**src/rtl/wb_regfile.sv**
```systemverilog
// Write-back select, 32-entry integer register file with same-cycle write-to-read bypass,
// and a retired-write counter.
module wb_regfile #(
    parameter int unsigned DATA_W = 32,
    parameter int unsigned NREG   = 32
) (
    input  logic                    i_clk,
    input  logic                    i_rst,
    input  logic [DATA_W-1:0]       alu_data_W,
    input  logic [DATA_W-1:0]       read_data_W,
    input  logic [DATA_W-1:0]       pc_four_W,
    input  logic [$clog2(NREG)-1:0] rd_addr_W,
    input  logic [1:0]              wb_sel_W,
    input  logic                    rd_wren_W,
    input  logic [$clog2(NREG)-1:0] rs1_addr_D,
    input  logic [$clog2(NREG)-1:0] rs2_addr_D,
    output logic [DATA_W-1:0]       rs1_data_D,
    output logic [DATA_W-1:0]       rs2_data_D,
    output logic [DATA_W-1:0]       wb_data_W,
    output logic [31:0]             wb_count
);

    logic [DATA_W-1:0] regs_q [NREG];
    logic [31:0]       wb_count_q, wb_count_d;
    logic              commit;

    always_comb begin
        wb_data_W = alu_data_W;
        case (wb_sel_W)
            2'b01:   wb_data_W = read_data_W;
            2'b10:   wb_data_W = pc_four_W;
            default: wb_data_W = alu_data_W;
        endcase
    end

    assign commit = rd_wren_W && (rd_addr_W != '0) && !i_rst;

    // Bypass only on a real commit, so x0 and reset cycles never leak wb_data_W.
    always_comb begin
        rs1_data_D = '0;
        if (!i_rst && rs1_addr_D != '0) begin
            if (commit && rd_addr_W == rs1_addr_D) rs1_data_D = wb_data_W;
            else                                   rs1_data_D = regs_q[rs1_addr_D];
        end
    end

    always_comb begin
        rs2_data_D = '0;
        if (!i_rst && rs2_addr_D != '0) begin
            if (commit && rd_addr_W == rs2_addr_D) rs2_data_D = wb_data_W;
            else                                   rs2_data_D = regs_q[rs2_addr_D];
        end
    end

    always_comb begin
        wb_count_d = wb_count_q;
        if (commit) wb_count_d = wb_count_q + 32'd1;
    end

    always_ff @(posedge i_clk) begin
        if (i_rst) begin
            for (int i = 0; i < int'(NREG); i++) regs_q[i] <= '0;
            wb_count_q <= '0;
        end else begin
            if (commit) regs_q[rd_addr_W] <= wb_data_W;
            wb_count_q <= wb_count_d;
        end
    end

    assign wb_count = wb_count_q;

endmodule

```
**config.mk**
```make
export PLATFORM = sky130hd
export DESIGN_NAME = wb_regfile
export DESIGN_NICKNAME = d
export VERILOG_FILES = /design/src/rtl/wb_regfile.sv
export SDC_FILE = /design/constraint.sdc
export NUM_CORES = 2
export LEC_CHECK = 0
export CAP_MARGIN = 10
export CORE_AREA = 2 2 443 357
export DETAILED_ROUTE_END_ITERATION = 8
export DIE_AREA = 0 0 445 359
export GPL_ROUTABILITY_DRIVEN = 1
export SLEW_MARGIN = 25
export SYNTH_ARGS = -nofsm -noshare
export SYNTH_HDL_FRONTEND = slang
export SYNTH_SLANG_ARGS = --single-unit
```
**constraint.sdc**
```tcl
create_clock -name i_clk -period 7.9 [get_ports i_clk]
set_clock_uncertainty 0.05 [all_clocks]
set_input_delay 1.58 -clock i_clk [delete_from_list [all_inputs] [get_ports i_clk]]
set_output_delay 1.58 -clock i_clk [all_outputs]
set_load 0.02 [all_outputs]
```
Word-level counts from Yosys, hierarchy flattened
Memory sizes are Yosys's and may differ from the RTL's.
Index checks and enable logic that the tools add are counted.
{"block": "totals", "reg_bits": 32, "mem_bits_rw": 1024, "in_bits": 116, "out_inout_bits": 128, "wordCells": 31, "mem_count": 1}
{"memory": "regs_q", "depth": 32, "width": 32, "rd": 2, "rd_ports_with_merged_regs": 0, "wr": 32, "line_no": "23", "source": "logic [DATA_W-1:0] regs_q [NREG];"}
{"block": "classes", "n_addsub": 1, "n_eq_ne": 4, "mux": 13, "reduce_logical": 11}
{"operator": "2-to-1 mux 32 bit", "count": 5}
{"operator": "one-hot mux 32 bit (2 select lines)", "count": 1}
{"operator": "adder 32 x 1 -> 32 bit (second input constant)", "count": 1}
{"operator": "OR reduction 32 bit", "count": 1}
{"operator": "nonzero test 5 bit", "count": 3}
{"operator": "== test 5 bit", "count": 2}
{"operator": "logical AND 1 bit", "count": 6}
{"operator": "2-to-1 mux 1 bit", "count": 6}
{"operator": "2-to-1 mux 5 bit", "count": 1}
{"operator": "== test 2 x 1 -> 1 bit (second input constant)", "count": 1}
{"operator": "== test 2 bit (second input constant)", "count": 1}
{"operator": "logical NOT 1 bit", "count": 1}

Longest topological paths before layout
{"block": "depth", "ltp_word": 8, "mapped_depth": 10, "ltp_nobuf": 7}

Worst setup path after synthesis
OpenSTA, ideal clock, no wires.
{"block": "synth_path", "path_type": "input -> output", "start": "input port rs1_addr_D[0]", "end": "output port rs1_data_D[10]", "arrival_ns": 3.456, "t_required_ns": 6.270, "setup_slack_ns": 2.814, "path_stages": 7, "n_path_buf": 3, "cell_sequence": "buf_2 -> buf_2 -> buf_2 -> mux4_2 -> a22oi_1 -> a21oi_1 -> a211o_1"}
{"block": "synth_via", "elab_chain_len": 4, "word_cells_on_any_way": 7, "classes_between": "eq/ne: 1; mux: 2; reduce/logical: 3; memory: 1"}
{"element": "start, declared", "line_no": "15", "source": "input logic [$clog2(NREG)-1:0] rs1_addr_D,"}
{"element": "parallel branches: the longest is 3 deep, another holds memory (32 x 32 bit)"}
{"element": "2-to-1 mux 32 bit (*)", "line_no": "41", "source": "if (!i_rst && rs1_addr_D != '0) begin"}
{"element": "end, declared", "line_no": "17", "source": "output logic [DATA_W-1:0] rs1_data_D,"}
Every way passes the cells marked *.

Worst setup path after layout
{"block": "layout_path", "start": "input port rd_addr_W[2]", "end": "output port rs1_data_D[15]"}
{"block": "layout_via", "elab_chain_len": 6, "word_cells_on_any_way": 7, "classes_between": "eq/ne: 1; mux: 2; reduce/logical: 4"}
{"element": "start, declared", "line_no": "12", "source": "input logic [$clog2(NREG)-1:0] rd_addr_W,"}
{"element": "nonzero test 5 bit", "line_no": "36", "source": "assign commit = rd_wren_W && (rd_addr_W != '0) && !i_rst;"}
{"element": "logical AND 1 bit (2 in a row)", "line_no": "36"}
{"element": "logical AND 1 bit (*)", "line_no": "42", "source": "if (commit && rd_addr_W == rs1_addr_D) rs1_data_D = wb_data_W;"}
{"element": "2-to-1 mux 32 bit (*)", "line_no": "42"}
{"element": "2-to-1 mux 32 bit (*)", "line_no": "41"}
Every way passes the cells marked *; elsewhere a longest branch is shown, timed or not.

==> run metrics <==
status=finished clean; area occupied by multi-input gates=21600 um^2; Power Density=217 nW/um^2; clock slew at reported path FFs=0.07 ns; Hold Startpoint=wb_count[31]$_SDFFE_PP0P_; asr flop ratio synth=0%; CP required=6.27 ns; Initial DRC Count=5483; Initial DRT Pass Iterations=5; DR WL/cell=32.2 um; Hold EP=wb_count[31]$_SDFFE_PP0P_; Crit-path slowest cell=o31a_2; Tmin final=6.97 ns; input/output buffers=243; Post-synth top flop=edfxtp_1; # setup viols final=0; WS Path Type=in -> out; peak per-stage delay on the critical path=0.76 ns; Max FO, Critical Path=21; CTS tree=built; worst path arrival time=5.34 ns; Synth Register Bits=1056; relative slew slack=28.6%; GRT Overall Usage=24.4%; count of final hold-check violations=0; CP most frequent cell=clkdlybuf4s50_1; share of cells above drive strength 1=22.0%; pin count of the biggest net entering global routing=117; WP buf/inv=3; Crit Reg-Reg Endpoint=wb_count[26]$_SDFFE_PP0P_; main area contributors after synthesis=edfxtp_1 57%, mux4_2 20%, nor2_1 7.5%, a22oi_1 2.7%, mux2i_1 2.5%; flop-to-flop setup slack=5.51 ns; library cells used by synthesis=46; initial antenna violation count=3; DR vias/cell=6.16; Syn Area/Cell=13.8 um^2; PnR Total Power=0.0137 W; H-tree Lvls=3; number of flops mapped to enable cells by yosys=1024; hold depth=2; Final period util=88.2%; register area=31400 um^2; first-pass GRT wire length=279 mm; CTS Hold Bufs=0; Syn. warnings=0; worst path cell trace=clkdlybuf4s50_1 -> or3_1 -> o21ai_0 -> o31a_2 -> buf_4 -> a211o_1 -> clkdlybuf4s50_1; cell accounting for the most synthesized area=edfxtp_1; vias in the first global route=37418; post-synth top area share=56.8%; Initial Util=34.8%; most common cell in the netlist=nor2_1; CTS Sinks=1056; sequential area share after synthesis=58.0%; max_cap viols=0; Die X=445 um; Die Y=359 um; Area Overhead vs Synth=16.0%; row count=130; setup TNS=0 ns; worst reg-to-reg path cell count=4; Antenna Nets Post-Route=0; critical path endpoint category=output pin; number of remaining DRC errors=0; fin nets=4170; fill count=14374; worst r2r src=wb_count[2]$_SDFFE_PP0P_; total grt overflow=0; Tightest Pin Transition=1.07 ns; Clk Latency, worst-skew pair=0.74 ns; clk buf depth=3; dpl hpwl=123 mm; io pins=244; GP Congestion=0.889; CTS resizes=0; synthesized area=54200 um^2; Max Freq=143 MHz; static leakage=21.2 nW; top cells by count, synth=1087 x nor2_1, 1024 x edfxtp_1, 474 x mux4_2; core area=156000 um^2; CTS root buffer=clkbuf_16; RSZ-0062 raised after global routing=no; Synth Instances=3917; Worst VDD drop=0.175 mV; setup bufs post-CTS=0; final WL=199 mm; delay-heaviest family, CP=buffers and inverters; Slew Limit Fails=0; DR vias=38068; CP Launch Type=primary input; Hold WC Path Type=reg -> reg; clock buffer count from CTS=108; DIE AREA=160000 um^2
==> per-stage QoR <==
stage / setup slack [ns] / hold WS, ns / utilization, % / area [um^2] / instances
after floorplan: 2.81 / 0.508 / - / 54300 / 3948
after global routing: 0.859 / 0.490 / 40.3 / 62800 / 6182
after CTS: 1.09 / 0.463 / 40.3 / 62800 / 6179
after detailed placement: 1.10 / 0.454 / 38.2 / 59500 / 5986
final: 0.931 / 0.459 / 40.3 / 62800 / 6184
after global placement: 0.851 / 0.416 / 38.1 / 59400 / 5982
==> routing by layer <==
| layer | share of wire (%) | vias to the layer above | track usage, % | routed length, um |
|---|---|---|---|---|
| met5 | 0 | - | 0 | 0 |
| met4 | 5.5 | 0 | 11.5 | 10900 |
| met3 | 12 | 446 | 6.12 | 23700 |
| met2 | 45 | 2636 | 37.2 | 89800 |
| met1 | 38 | 19663 | 32.7 | 74900 |
| li1 | - | 15323 | - | - |
==> state kept, by name (all words and copies together), names as in the netlist <==
name / count
regs_q: 1024
wb_count: 32
==> cells in the final DEF, fill, tap and decap left out, types with 13 or more instances in the layout <==
master              n
clkinv_2           13
clkdlybuf4s50_1   234
clkbuf_16         111
a21oi_4            14
buf_4             150
a21oi_1           104
clkinv_1           28
dfxtp_1            32
edfxtp_1         1024
clkbuf_1           26
o21bai_1           32
nand2_2            59
a22oi_1           193
nand2_1            21
a221oi_1           66
mux2i_1           136
mux4_2            474
a21oi_2            18
xnor2_1            23
nor2_1           1083
a211o_1            60
conb_1             32
inv_1              38
==> worst max-delay path by stage <==
| stage | slack (ns) | depth (start not counted) | to | from |
|---|---|---|---|---|
| final | 0.93 | 7 | rs1_data_D[15] | rd_addr_W[2] |
| after global routing | 0.86 | 7 | rs1_data_D[15] | rd_addr_W[2] |
| after CTS | 1.09 | 7 | rs1_data_D[15] | rd_addr_W[2] |
| after detailed placement | 1.10 | 7 | rs1_data_D[15] | rd_addr_W[2] |
| after global placement | 0.85 | 8 | rs2_data_D[15] | rd_addr_W[3] |
| after floorplan | 2.81 | 7 | rs1_data_D[10] | rs1_addr_D[0] |
==> cell type report <==
| type | count | area share (%) |
|---|---|---|
| multi-input cells | 2438 | 34.3 |
| repair buffers | 407 | 6.09 |
| diodes | 4 | 0.0159 |
| inverters | 40 | 0.239 |
| well taps | 2046 | 4.07 |
| clock buffers | 137 | 4.58 |
| clock inverters | 56 | 0.709 |
| flip-flops and latches | 1056 | 50.0 |
==> where the power goes <==
group	internal, W	switching [W]	total (W)
Combinational	0.000790	0.00125	0.00204
Sequential	0.00644	0.000147	0.00659
Clock	0.00278	0.00225	0.00503
==> worst reg2reg max path, cell delays in order, from the launching register on <==
cell	delay (ns)
dfxtp_1	0.63
o2111a_1	0.67
nand4_1	0.37
or3_1	0.44
a21oi_1	0.14
==> kinds of logic after synthesis <==
family	Yosys count	synth area share [%]
AOI/OAI and AO/OA	513	6.78
xor gates and xnor gates	31	0.501
adders and majority gates	3	0.0693
buffers and inverters	454	3.44
DFF	1056	58.0
muxes	613	22.3
other	1	0.00692
and+or+nand+nor	1246	8.97
(Power assumes the default switching activity.)
